$ cat src/rtl/conv3_pkg.sv
// conv3_pkg: shared constants and state encoding for the conv3 job sequencer
package conv3_pkg;
   localparam int NUM_KERNELS  = 10;
   localparam int NUM_CHANNELS = 2;
   localparam int NUM_JOBS     = NUM_KERNELS * NUM_CHANNELS;
   localparam int KIDX_W       = $clog2(NUM_KERNELS);
   localparam int CIDX_W       = NUM_CHANNELS > 1 ? $clog2(NUM_CHANNELS) : 1;
   localparam int CNT_W        = $clog2(NUM_JOBS + 1);
   typedef enum logic [1:0] {IDLE, ISSUE, DRAIN, DONE} conv3_state_t;
endpackage

$ cat src/rtl/conv3_accumulator.sv
// conv3_accumulator: per-kernel partial-sum bank, first channel loads and later channels add
module conv3_accumulator #(
   parameter int BITWIDTH    = 32,
   parameter int NUM_KERNELS = 10,
   parameter int KW          = 4
) (
   input  logic                                  clk,
   input  logic                                  rst_n,
   input  logic                                  we,
   input  logic                                  first,
   input  logic [KW-1:0]                         k,
   input  logic [BITWIDTH-1:0]                   data,
   output logic [NUM_KERNELS-1:0][BITWIDTH-1:0]  acc
);
   always_ff @(posedge clk or negedge rst_n)
      if (!rst_n) acc <= '0;
      else if (we) acc[k] <= first ? data : acc[k] + data;
endmodule

$ cat src/rtl/conv3_scheduler.sv
// conv3_scheduler: issues kernel/channel jobs to one shared engine and accumulates results
module conv3_scheduler #(
   parameter int BITWIDTH     = 32,
   parameter int NUM_KERNELS  = 10,
   parameter int NUM_CHANNELS = 2,
   localparam int KW = NUM_KERNELS > 1 ? $clog2(NUM_KERNELS) : 1,
   localparam int CW = NUM_CHANNELS > 1 ? $clog2(NUM_CHANNELS) : 1
) (
   input  logic                                  clk,
   input  logic                                  rst_n,
   input  logic                                  start,
   output logic                                  busy,
   output logic                                  done,
   output logic                                  pe_issue,
   input  logic                                  pe_ready,
   output logic [KW-1:0]                         pe_kernel_idx,
   output logic [CW-1:0]                         pe_channel_idx,
   input  logic [BITWIDTH-1:0]                   pe_result,
   input  logic                                  pe_result_valid,
   output logic [NUM_KERNELS-1:0][BITWIDTH-1:0]  fm_out,
   output logic                                  fm_valid
);
   import conv3_pkg::*;
   localparam int NJ = NUM_KERNELS * NUM_CHANNELS;
   localparam int NW = $clog2(NJ + 1);
   localparam logic [NW-1:0] LAST = NW'(NJ - 1);
   localparam logic [NW-1:0] ALL  = NW'(NJ);
   localparam logic [CW-1:0] CL   = CW'(NUM_CHANNELS - 1);
   conv3_state_t state, nxt;
   logic [NW-1:0] iss_cnt, res_cnt;
   logic [KW-1:0] rk;
   logic [CW-1:0] rc;
   logic xfer, iss_last, res_ok, go_done;
   assign xfer     = state == ISSUE && pe_ready;
   assign iss_last = xfer && iss_cnt == LAST;
   assign res_ok   = pe_result_valid && (state == ISSUE || state == DRAIN) && res_cnt != ALL;
   assign go_done  = (res_ok && res_cnt == LAST) || res_cnt == ALL;
   assign busy     = state != IDLE;
   assign done     = state == DONE;
   assign pe_issue = state == ISSUE;
   always_comb begin
      nxt = state;
      nxt = state == IDLE  ? (start ? ISSUE : IDLE) :
            state == ISSUE ? (iss_last ? (go_done ? DONE : DRAIN) : ISSUE) :
            state == DRAIN ? (go_done ? DONE : DRAIN) : IDLE;
   end
   // the last issued index is held once all jobs are out
   always_ff @(posedge clk or negedge rst_n)
      if (!rst_n) begin
         state          <= IDLE;
         iss_cnt        <= '0;
         res_cnt        <= '0;
         pe_kernel_idx  <= '0;
         pe_channel_idx <= '0;
         rk             <= '0;
         rc             <= '0;
         fm_valid       <= 1'b0;
      end else begin
         state <= nxt;
         if (state == IDLE && start) begin
            iss_cnt        <= '0;
            res_cnt        <= '0;
            pe_kernel_idx  <= '0;
            pe_channel_idx <= '0;
            rk             <= '0;
            rc             <= '0;
            fm_valid       <= 1'b0;
         end
         if (state == DONE) fm_valid <= 1'b1;
         if (xfer) begin
            iss_cnt <= iss_cnt + 1'b1;
            if (!iss_last) begin
               pe_channel_idx <= pe_channel_idx == CL ? '0 : pe_channel_idx + 1'b1;
               pe_kernel_idx  <= pe_kernel_idx + KW'(pe_channel_idx == CL);
            end
         end
         if (res_ok) begin
            res_cnt <= res_cnt + 1'b1;
            rc      <= rc == CL ? '0 : rc + 1'b1;
            rk      <= rk + KW'(rc == CL);
         end
      end
   conv3_accumulator #(.BITWIDTH(BITWIDTH), .NUM_KERNELS(NUM_KERNELS), .KW(KW)) u_acc (
      .clk   (clk),
      .rst_n (rst_n),
      .we    (res_ok),
      .first (rc == '0),
      .k     (rk),
      .data  (pe_result),
      .acc   (fm_out)
   );
endmodule

$ cat config.mk
export PLATFORM = sky130hd
export DESIGN_NAME = conv3_scheduler
export DESIGN_NICKNAME = d
export VERILOG_FILES = /design/src/rtl/conv3_pkg.sv /design/src/rtl/conv3_accumulator.sv /design/src/rtl/conv3_scheduler.sv
export SDC_FILE = /design/constraint.sdc
export NUM_CORES = 1
export LEC_CHECK = 0
export CAP_MARGIN = 20
export CORE_UTILIZATION = 56
export CTS_CLUSTER_DIAMETER = 80
export DETAILED_ROUTE_END_ITERATION = 7
export GPL_ROUTABILITY_DRIVEN = 0
export HOLD_SLACK_MARGIN = 0.15
export PLACE_DENSITY_LB_ADDON = 0.1
export SLEW_MARGIN = 25
export SYNTH_ARGS = -nofsm -noshare
export SYNTH_HDL_FRONTEND = slang
export SYNTH_SLANG_ARGS = --single-unit
$ cat constraint.sdc
create_clock -name clk -period 8 [get_ports clk]
set_clock_uncertainty 0.2 [all_clocks]
set_input_delay 1.6 -clock clk [delete_from_list [all_inputs] [get_ports clk]]
set_output_delay 1.6 -clock clk [all_outputs]
set_load 0.05 [all_outputs]
==> impl_metrics.csv <==
group,metric,value,unit
run_status,status,"complete, but fails checks",
run_status,violations,"design-rule violations",
cts,cts_resized,0,
drt,drt-total-wl,59.34,mm
setup_path,arrival,5.90,ns
pwr,fin_total_pwr,7365,uW
pwr,power_switching,3261,uW
layout,drive_gt1_share,9.095,%
logic_synthesis,netlist_instances,1731,
cts,cts-root-buf,"clkbuf_16",
logic_synthesis,ys_seq_area_share,49.74,%
cts,clk_pin_slew_worst_paths,0.06,ns
floorplanning,num_rows,63,
layout,nNetsFinal,2122,
drt,drc_errors,1,
cts,clockBufferDepth,3,
logic_synthesis,yosysWarningCount,0,
global_routing,grt_usage,37.83,%
setup_path,crit_end,"u_acc.acc[95]",
pwr,pwr-share-seq,30.1,%
pwr,leakagePower,0.009406,uW
sta,setup_viol_count_final,0,
layout,antenna_cells,0,
setup_path,r2r_start,"rk[0]",
setup_path,reg2reg_setup_slack,2.25,ns
placement,hpwl,40.78,mm
drt,ant_nets,0,
sta,finalCritPeriodShare,71.82,%
sta,rsz0062_at_grt,"no",
cts,cts_made_buffers,37,
floorplanning,core_region_area,0.02995,mm2
logic_synthesis,avgSynthCellArea,9.969,um2
logic_synthesis,synthFlopType,"dfrtp_1",
floorplanning,die_x,177.5,um
sta,hold_slack,0.2816,ns
pwr,p_per_area,327.6,mW/mm2
layout,area_growth,30.27,%
floorplanning,pin_count,366,
worst_hold_path,hp-class,"reg -> reg",
logic_synthesis,synth-edff-count,0,
sta,hold_viol_final,0,
cts,clk_latency,0.54,ns
pwr,ir_worst_vdd,0.2556,mV
layout,final_common_cell,"clkdlybuf4s50_1",
logic_synthesis,async_reset_ff_share,100.0,%
drt,drt-pass1-iter-count,7,
cts,cts_setup_buffers,0,
setup_path,startpoint_type,"flip-flop",
sta,slew_violations,0,
sta,layout_min_cycle_time,5.746,ns
run,cap_viol_max_count,0,
layout,final_cell_mix,"364 x clkdlybuf4s50_1, 339 x dfrtp_1, 299 x nand2_1",
setup_path,required,8.15,ns
global_routing,grt_max_degree,172,
floorplanning,floorplan.initialDensity,57.61,%
logic_synthesis,synth_nets,1811,
placement,port_buffers,365,
drt,drt_iter0_drc,1770,
layout,n_fill_cell,2055,
pwr,p_comb_share,46.4,%
sta,worst_slew_pin_slew,1.111,ns
setup_path,reg2reg_depth,13,
global_routing,grt_first_pass_wirelength,89.05,mm
sta,tns,0,ns
logic_synthesis,yosysUniqueCellTypes,68,
cts,htree_levels,2,
floorplanning,die_h,177.5,um
sta,max_freq,174.0,MHz
cts,ctsHoldBuffers,0,
setup_path,endpoint_kind,"flip-flop",
pwr,switching_share,44.28,%
logic_synthesis,yosys_register_bits,343,
placement,dp.cells,2392,
pwr,clkPwrFrac,23.5,%
worst_hold_path,min_from,"iss_cnt[4]",
global_routing,grt_overflow_total,0,
logic_synthesis,synth_area,0.01726,mm2
drt,vias_per_cell,6.381,
setup_path,cp_max_fo,37,
global_routing,grt_pass1_vias,14849,
sta,max-slew-margin-rel,25.95,%
setup_path,timing.rr.end,"u_acc.acc[95]",
setup_path,worst-setup-path-type,"reg -> reg",
cts,cts_sinks,343,
floorplanning,die_area,0.03152,mm2
cts,cts_tree,"built",
global_routing,antenna_found_initial,0,
pwr,internal_power,4104,uW
drt,vias,15677,
setup_path,startpoint,"rk[0]",
layout,stdcell_count,2457,
drt,avgRoutedWirePerCell,24.15,um
==> sequential cells by signal, indices dropped and copies added (netlist names) <==
name	cells
pe_channel_idx	1
rc	1
fm_valid	1
pe_kernel_idx	4
state	2
iss_cnt	5
u_acc.acc	320
rk	4
res_cnt	5
==> final cells by class <==
type,count,area [um2],area share [%]
clock buffers,57,1132,5.037
clock inverters,7,90.09,0.4007
inverters,18,67.56,0.3006
multi-input cells,1257,8284,36.85
flip-flops and latches,343,8593,38.23
well taps,390,488.0,2.171
repair buffers,385,3825,17.01
==> synthesized netlist by cell type, types with 2 or more instances <==
| cell type | n | area, um2 |
|---|---|---|
| a221oi_1 | 3 | 26.28 |
| mux4_2 | 64 | 1441 |
| o31ai_1 | 19 | 142.6 |
| clkbuf_1 | 86 | 322.8 |
| a2111oi_4 | 2 | 55.05 |
| xor2_1 | 8 | 70.07 |
| mux2i_1 | 51 | 510.5 |
| a21oi_1 | 131 | 655.6 |
| a21oi_2 | 3 | 26.28 |
| o211ai_1 | 8 | 60.06 |
| buf_2 | 10 | 50.05 |
| a31oi_1 | 3 | 18.77 |
| o22ai_1 | 3 | 18.77 |
| dfrtp_1 | 343 | 8583 |
| a22oi_1 | 33 | 247.7 |
| a211oi_1 | 19 | 142.6 |
| and3_1 | 9 | 56.30 |
| nor2_1 | 127 | 476.7 |
| mux2i_4 | 4 | 90.09 |
| and2_1 | 7 | 43.79 |
| nor2b_1 | 6 | 37.54 |
| ha_1 | 42 | 525.5 |
| o21ai_1 | 5 | 25.02 |
| o21a_1 | 4 | 30.03 |
| o21ai_0 | 270 | 1351 |
| a21o_1 | 8 | 60.06 |
| and2_0 | 3 | 18.77 |
| buf_1 | 16 | 60.06 |
| inv_1 | 18 | 67.56 |
| nand2_1 | 305 | 1145 |
| mux2i_2 | 2 | 27.53 |
| xnor2_1 | 15 | 131.4 |
| nor3_1 | 19 | 95.09 |
| nand4_1 | 8 | 50.05 |
| nand2b_1 | 8 | 50.05 |
| nor4bb_1 | 2 | 20.02 |
| o21bai_1 | 7 | 52.55 |
| o31ai_2 | 2 | 25.02 |
| or3_1 | 4 | 25.02 |
| nand3_1 | 26 | 130.1 |
==> power groups by stage <==
stage / registers [uW] / logic, uW / clock network, uW
after floorplan: 2910 / 1500 / 0
after global placement: 2230 / 3250 / 0
after detailed placement: 2230 / 3310 / 0
after CTS: 2210 / 3330 / 1740
after global routing: 2240 / 3600 / 1810
final: 2220 / 3420 / 1730
==> kinds of logic after synthesis <==
logic type,after synthesis,share of synthesized area [%]
AOI/OAI and AO/OA,536,18.01
and+or+nand+nor,534,12.96
DFF,343,49.74
buffers and inverters,131,2.965
muxes,121,11.99
adders and majority gates,43,3.161
xor gates and xnor gates,23,1.167
==> metal layers <==
layer / wire [um] / GRT usage, % / vias up
met5: 0 / 0 / -
met4: 1929 / 12.25 / 0
met3: 7288 / 10.90 / 135
met2: 26490 / 55.63 / 932
met1: 23630 / 54.14 / 7792
li1: - / - / 6818
==> worst min path at each step <==
| stage | to | slack, ns | cells past startpoint |
|---|---|---|---|
| finish | iss_cnt[4] | 0.28 | 1 |
| global route | fm_valid | 0.31 | 1 |
| CTS | iss_cnt[4] | 0.28 | 1 |
| detailed placement | iss_cnt[4] | 0.26 | 1 |
| global placement | iss_cnt[4] | 0.26 | 1 |
| floorplan | iss_cnt[4] | 0.24 | 1 |
==> critical path: stages (launching register included) <==
cell and delay (ns):
dfrtp_4 0.91, buf_4 0.54, mux4_2 0.58, mux2i_1 0.38, o21ai_0 0.26, ha_1 0.44, o211ai_1 0.11, nand2_1 0.11
nand4_1 0.21, o31ai_1 0.71, nand3_2 0.22, mux2i_2 0.53, and3_1 0.23, a211oi_1 0.05
==> metrics by stage <==
step | setup slack (ns) | cell area [um2] | utilization, %
after floorplan | 3.595 | 17260 | -
after global placement | 2.553 | 21190 | 70.73
after detailed placement | 2.416 | 21190 | 70.73
after CTS | 2.402 | 22410 | 74.81
after global routing | 2.015 | 22480 | 75.05
final | 2.255 | 22480 | 75.05
Power figures use the tool's default switching activity.
